**src/rtl/conv_idx_seq_pkg.sv**
```systemverilog
// Shared types and widths for the convolution index sequencer.
package conv_idx_seq_pkg;

    localparam int unsigned MAX_LEN = 32;
    localparam int unsigned ADDR_W  = 5;
    localparam int unsigned ZIDX_W  = 6;
    localparam int unsigned SIZE_W  = 6;

    typedef enum logic [2:0] {
        ST_IDLE  = 3'd0,
        ST_CLR   = 3'd1,
        ST_MAC   = 3'd2,
        ST_DRAIN = 3'd3,
        ST_WR    = 3'd4,
        ST_DONE  = 3'd5
    } state_e;

endpackage

```
**src/rtl/conv_idx_bounds.sv**
```systemverilog
// Valid input-index window [jlo, jhi] for output index n of an NX x NY convolution.
module conv_idx_bounds
    import conv_idx_seq_pkg::*;
(
    input  logic [ZIDX_W-1:0] n,
    input  logic [SIZE_W-1:0] nx,
    input  logic [SIZE_W-1:0] ny,
    output logic [ADDR_W-1:0] jlo,
    output logic [ADDR_W-1:0] jhi
);

    logic [ZIDX_W:0] n_w;
    logic [ZIDX_W:0] lo_w;
    logic [ZIDX_W:0] hi_w;

    // Compared as n+1 >= NY so the low bound never underflows.
    always_comb begin
        n_w  = {1'b0, n};
        lo_w = '0;
        hi_w = '0;
        if ((n_w + 7'd1) >= {1'b0, ny}) begin
            lo_w = n_w + 7'd1 - {1'b0, ny};
        end
        if (n_w < {1'b0, nx}) begin
            hi_w = n_w;
        end else begin
            hi_w = {1'b0, nx} - 7'd1;
        end
        jlo = ADDR_W'(lo_w);
        jhi = ADDR_W'(hi_w);
    end

endmodule

```
**src/rtl/conv_idx_seq.sv**
```systemverilog
// Convolution index sequencer: walks output n and valid input j, driving X/Y reads,
// accumulator strobes and Z writes.
module conv_idx_seq
    import conv_idx_seq_pkg::*;
#(
    parameter int unsigned MAX_LEN = 32
) (
    input  logic              clk,
    input  logic              rstn,
    input  logic              start_i,
    input  logic [SIZE_W-1:0] size_x_i,
    input  logic [SIZE_W-1:0] size_y_i,
    output logic              busy_o,
    output logic              done_o,
    output logic [ADDR_W-1:0] x_addr_o,
    output logic [ADDR_W-1:0] y_addr_o,
    output logic              acc_clr_o,
    output logic              acc_en_o,
    output logic [ZIDX_W-1:0] z_addr_o,
    output logic              z_wr_o
);

    state_e            state_q, state_d;
    logic [ZIDX_W-1:0] n_q, n_d;
    logic [ADDR_W-1:0] j_q, j_d;
    logic [ADDR_W-1:0] jhi_q, jhi_d;
    logic [SIZE_W-1:0] nx_q, nx_d, ny_q, ny_d;
    logic [SIZE_W-1:0] sx_sat, sy_sat;
    logic [ADDR_W-1:0] jlo_w, jhi_w;
    logic [ZIDX_W:0]   last_n;
    logic [ZIDX_W-1:0] ysub;
    logic              addr_vld_q;

    logic              busy_d, done_d, clr_d, vld_d, wr_d;
    logic [ADDR_W-1:0] xa_d, ya_d;
    logic [ZIDX_W-1:0] za_d;

    assign sx_sat = (size_x_i > SIZE_W'(MAX_LEN)) ? SIZE_W'(MAX_LEN) : size_x_i;
    assign sy_sat = (size_y_i > SIZE_W'(MAX_LEN)) ? SIZE_W'(MAX_LEN) : size_y_i;
    assign last_n = {1'b0, nx_q} + {1'b0, ny_q} - 7'd2;

    conv_idx_bounds u_bounds (
        .n   (n_q),
        .nx  (nx_q),
        .ny  (ny_q),
        .jlo (jlo_w),
        .jhi (jhi_w)
    );

    // Next state, counters, and the values each output register takes next cycle.
    always_comb begin
        state_d = state_q;
        n_d     = n_q;
        j_d     = j_q;
        jhi_d   = jhi_q;
        nx_d    = nx_q;
        ny_d    = ny_q;
        unique case (state_q)
            ST_IDLE: begin
                if (start_i) begin
                    nx_d    = sx_sat;
                    ny_d    = sy_sat;
                    n_d     = '0;
                    state_d = (sx_sat == '0 || sy_sat == '0) ? ST_DONE : ST_CLR;
                end
            end
            ST_CLR: begin
                j_d     = jlo_w;
                jhi_d   = jhi_w;
                state_d = ST_MAC;
            end
            ST_MAC: begin
                if (j_q == jhi_q) begin
                    state_d = ST_DRAIN;
                end else begin
                    j_d = j_q + 5'd1;
                end
            end
            ST_DRAIN: state_d = ST_WR;
            ST_WR: begin
                if ({1'b0, n_q} == last_n) begin
                    state_d = ST_DONE;
                end else begin
                    n_d     = n_q + 6'd1;
                    state_d = ST_CLR;
                end
            end
            ST_DONE: state_d = ST_IDLE;
            default: state_d = ST_IDLE;
        endcase

        busy_d = (state_d != ST_IDLE);
        done_d = (state_d == ST_DONE);
        clr_d  = (state_d == ST_CLR);
        vld_d  = (state_d == ST_MAC);
        wr_d   = (state_d == ST_WR);
        ysub   = n_d - {1'b0, j_d};
        xa_d   = x_addr_o;
        ya_d   = y_addr_o;
        za_d   = z_addr_o;
        if (state_d == ST_MAC) begin
            xa_d = j_d;
            ya_d = ADDR_W'(ysub);
        end
        if (state_d == ST_WR) begin
            za_d = n_d;
        end
    end

    always_ff @(posedge clk or negedge rstn) begin
        if (!rstn) begin
            state_q    <= ST_IDLE;
            n_q        <= '0;
            j_q        <= '0;
            jhi_q      <= '0;
            nx_q       <= '0;
            ny_q       <= '0;
            addr_vld_q <= 1'b0;
            busy_o     <= 1'b0;
            done_o     <= 1'b0;
            acc_clr_o  <= 1'b0;
            acc_en_o   <= 1'b0;
            z_wr_o     <= 1'b0;
            x_addr_o   <= '0;
            y_addr_o   <= '0;
            z_addr_o   <= '0;
        end else begin
            state_q    <= state_d;
            n_q        <= n_d;
            j_q        <= j_d;
            jhi_q      <= jhi_d;
            nx_q       <= nx_d;
            ny_q       <= ny_d;
            addr_vld_q <= vld_d;
            busy_o     <= busy_d;
            done_o     <= done_d;
            acc_clr_o  <= clr_d;
            acc_en_o   <= addr_vld_q;
            z_wr_o     <= wr_d;
            x_addr_o   <= xa_d;
            y_addr_o   <= ya_d;
            z_addr_o   <= za_d;
        end
    end

endmodule

```
**config.mk**
```make
export PLATFORM = sky130hd
export DESIGN_NAME = conv_idx_seq
export DESIGN_NICKNAME = d
export VERILOG_FILES = /design/src/rtl/conv_idx_seq_pkg.sv /design/src/rtl/conv_idx_bounds.sv /design/src/rtl/conv_idx_seq.sv
export SDC_FILE = /design/constraint.sdc
export NUM_CORES = 1
export LEC_CHECK = 0
export ABC_CLOCK_PERIOD_IN_PS = 5450
export CORE_AREA = 2 2 93 95
export DETAILED_ROUTE_END_ITERATION = 7
export DIE_AREA = 0 0 95 97
export HOLD_SLACK_MARGIN = 0.03
export PLACE_DENSITY_LB_ADDON = 0.2
export SLEW_MARGIN = 20
export SYNTH_ARGS = -nofsm -noshare
export SYNTH_HDL_FRONTEND = slang
export SYNTH_SLANG_ARGS = --single-unit
```
**constraint.sdc**
```tcl
create_clock -name clk -period 5.45 [get_ports clk]
set_input_delay 1.09 -clock clk [delete_from_list [all_inputs] [get_ports clk]]
set_output_delay 1.09 -clock clk [all_outputs]
set_load 0.005 [all_outputs]
```
==> metrics.md <==
| Metric | Value |
|---|---|
| CP cell instances | inv_1 > ha_1 > inv_1 > ha_1 > or4b_2 > o2111ai_1 > a211oi_2 > nand4_1 > o21bai_1 > mux2i_1 > ha_1 > inv_1 > fa_1 > a21o_1 > a21oi_1 > xnor2_1 > xnor2_1 > o21ai_1 |
| Fin util | 46.5% |
| Hold Vio Cnt, Final | 0 |
| Total Routing Usage GR | 16.7% |
| Number of synthesized register bits | 53 |
| Critical Path Sink Type | flop |
| Critical Path AT | 4.26 ns |
| TritonCTS Buffers | 5 |
| CTS Root Buffer Type | clkbuf_8 |
| Multi-input logic area | 1730 um2 |
| Required @ worst endpoint | 5.63 ns |
| WL per Instance | 15.0 um |
| Detailed Place HPWL | 5360 um |
| Crit-path max cell delay | 0.69 ns |
| Die Area | 9220 um2 |
| Mapped Nets | 368 |
| CP Buf/Inv Count | 3 |
| Final Slew Violations | 0 |
| Pwr/cell area | 657 nW/um2 |
| Worst-path clk slew | 0.10 ns |
| Register area | 1330 um2 |
| CP Max Fanout | 5 |
| Initial core utilization | 39.6% |
| Slowest CP cell | or4b_2 |
| Post-Synthesis Cells | 321 |
| First-pass GRT wire length | 12000 um |
| Hold buffers post-CTS | 0 |
| Setup Viol. Count Final | 0 |
| Synthesis Warnings | 0 |
| Status | complete, no violations |
| Max Cap Violations | 0 |
| Leakage power total | 1.81 nW |
| Clock sinks | 53 |
| Period minus WS final | 4.07 ns |
| Cell Rows | 33 |
| Largest net degree at the start of global routing | 54 |
| Vias | 2312 |
| Layout cell share with drive strength beyond 1 | 6.70% |
| Vias in the first global route | 2281 |
| Vias per cell | 4.99 |
| Tightest Hold Check Type | reg -> reg |
| Die Wd | 95 um |
| Top Ports | 36 |
| Gpl congestion | 0.852 |
| ANT nets after route | 0 |
| IO Port Bufs | 35 |
| CTS tree | done |
| Post-CTS resize count | 0 |
| Crit Path Category | reg -> reg |
| Setup crit start kind | flop |
| Peak supply drop | 0.273 mV |
| Drt initial violations | 113 |
| Yosys cell types | 49 |
| Layout Area Growth over Synthesis | 17.4% |
| Filler Cells Inserted | 777 |
| DIE HEIGHT | 97 um |
| Family with the most delay on the worst path | adder cells |
| CTS max path bufs | 2 |
| Tcrit/Tclk final | 74.7% |
| # nets final | 404 |
| Initial antenna violation count | 0 |
| Final TNS setup | 0 ns |
| Hold WS | 0.366 ns |
| Core region area | 8130 um2 |
| Tightest Pin Transition | 0.741 ns |
| Antenna cell count | 0 |
| Total grt overflow | 0 |
| RSZ-0062 raised after global routing | no |
| Seq/Total Area, Yosys | 41.1% |
| Router iterations before antenna repair | 4 |
| Mapped Area | 3220 um2 |
| Total wire length | 6940 um |
| Clk Latency, worst-skew pair | 0.31 ns |
| Fmax | 246 MHz |
| Normalized max-slew margin | 50.1% |
| Synthesized area per cell | 10.0 um2 |
| H-tree levels | 2 |
| # Post-CTS Setup Buffers | 0 |
| Clk_skew | 0.00761 ns |
| # DRC | 0 |
==> state kept, by name, indices dropped and copies added, names as in the netlist, 3 cells and up <==
name / cells
nx_q: 6
n_q: 6
state_q: 3
y_addr_o: 5
z_addr_o: 6
jhi_q: 5
ny_q: 6
j_q: 5
x_addr_o: 5
==> area by class of cell <==
cell class | instances | share of cell area [%]
Clock buffer | 6 | 1.92
Clock inverter | 2 | 1.03
Inverter | 35 | 3.47
Multi-Input combinational cell | 226 | 45.7
Sequential cell | 53 | 35.1
Tap cell | 105 | 3.47
Timing Repair Buffer | 36 | 9.33
==> through the flow <==
step / cell area, um2 / power (mW) / setup slack [ns] / instances
6_report: 3780 / 2.49 / 1.38 / 463
3_3_place_gp: 3670 / 2.21 / 1.51 / 455
5_1_grt: 3780 / 2.75 / 1.05 / 463
3_5_place_dp: 3670 / 2.23 / 1.39 / 455
4_1_cts: 3780 / 2.52 / 1.39 / 463
2_1_floorplan: 3220 / 1.82 / 1.71 / 321
==> synth_stat cells (all sizes together) <==
master | count | area share, %
a31oi | 3 | 0.58
o21a | 3 | 0.70
a21oi | 9 | 1.5
o221ai | 1 | 0.27
nor2b | 3 | 0.58
nand3 | 5 | 0.78
nand2 | 30 | 3.5
o211ai | 1 | 0.23
mux2i | 6 | 1.9
dfrtp | 53 | 41
nand2b | 3 | 0.58
mux2 | 4 | 1.4
o2111ai | 1 | 0.27
nand3b | 12 | 2.8
and2 | 3 | 0.58
o32ai | 1 | 0.27
a41oi | 1 | 0.50
fa | 3 | 1.9
o21bai | 1 | 0.23
ha | 29 | 11
o2bb2ai | 1 | 0.27
nand4 | 2 | 0.39
o21ai | 29 | 4.5
a22o | 3 | 0.82
nor2 | 10 | 1.2
and3b | 1 | 0.39
or4 | 1 | 0.23
a211oi | 4 | 1.5
clkbuf | 5 | 0.58
nor3 | 4 | 0.62
xor2 | 17 | 4.9
a221oi | 1 | 0.27
nor3b | 2 | 0.47
buf | 2 | 0.50
a21o | 11 | 2.6
and3 | 1 | 0.19
xnor2 | 13 | 3.5
or3 | 1 | 0.19
inv | 35 | 4.1
or4b | 1 | 0.31
nor4 | 2 | 0.85
or3b | 3 | 0.82
==> layout by cell type (no fill, tap or decap), drive strengths merged, types with 4 or more instances in the layout <==
cell type / instances
dfrtp: 53
inv: 35
clkdlybuf4s50: 34
nand2: 30
ha: 29
o21ai: 29
xor2: 17
xnor2: 13
nand3b: 12
a21o: 11
nor2: 10
a21oi: 9
mux2i: 6
clkbuf: 6
nand3: 5
nor3: 4
mux2: 4
a211oi: 4
==> cell families (layout without fill, tap and decap cells) <==
group	count (synthesis)	count (layout)	share of synthesized area, %
AO/OA/AOI/OAI	70	70	14.5
XOR/XNOR	30	30	8.39
adder cells (fa/ha/maj)	32	32	13.1
buffers and inverters	42	79	5.16
flip-flops	53	53	41.1
multiplexers	10	10	3.26
AND/OR/NAND/NOR	84	84	14.4
==> per-layer routing <==
layer,GRT usage [%],share of wire [%],vias up
met5,0,0,-
met4,3.79,1.3,0
met3,3.12,2.9,8
met2,25.5,46,28
met1,24.6,49,1097
li1,-,-,1179
==> worst register-to-register path: stages, from the launching register on <==
cell       delay (ns)
dfrtp_1          0.38
inv_1            0.08
ha_1             0.28
inv_1            0.04
ha_1             0.35
or4b_2           0.69
o2111ai_1        0.14
a211oi_2         0.08
nand4_1          0.13
o21bai_1         0.14
mux2i_1          0.27
ha_1             0.19
inv_1            0.06
fa_1             0.41
a21o_1           0.19
a21oi_1          0.16
xnor2_1          0.15
xnor2_1          0.14
o21ai_1          0.07
==> power breakdown <==
group,switching [mW],internal [mW]
clock network,0.132,0.138
registers,0.0974,0.544
logic,0.846,0.730
total,1.08,1.41
==> worst paths after layout <==
path	slack [ns]	startpoint	cells past startpoint	to
min in group asynchronous	0.90	rstn	2	x_addr_o[0]
worst min-delay path	0.37	addr_vld_q	0	acc_en_o
worst max-delay path	1.38	nx_q[4]	18	y_addr_o[4]
worst min register to register	0.37	addr_vld_q	0	acc_en_o
worst max register to register	1.38	nx_q[4]	18	y_addr_o[4]
max in group asynchronous	4.11	rstn	2	busy_o
No activity file was read; power rests on OpenSTA's default activity.
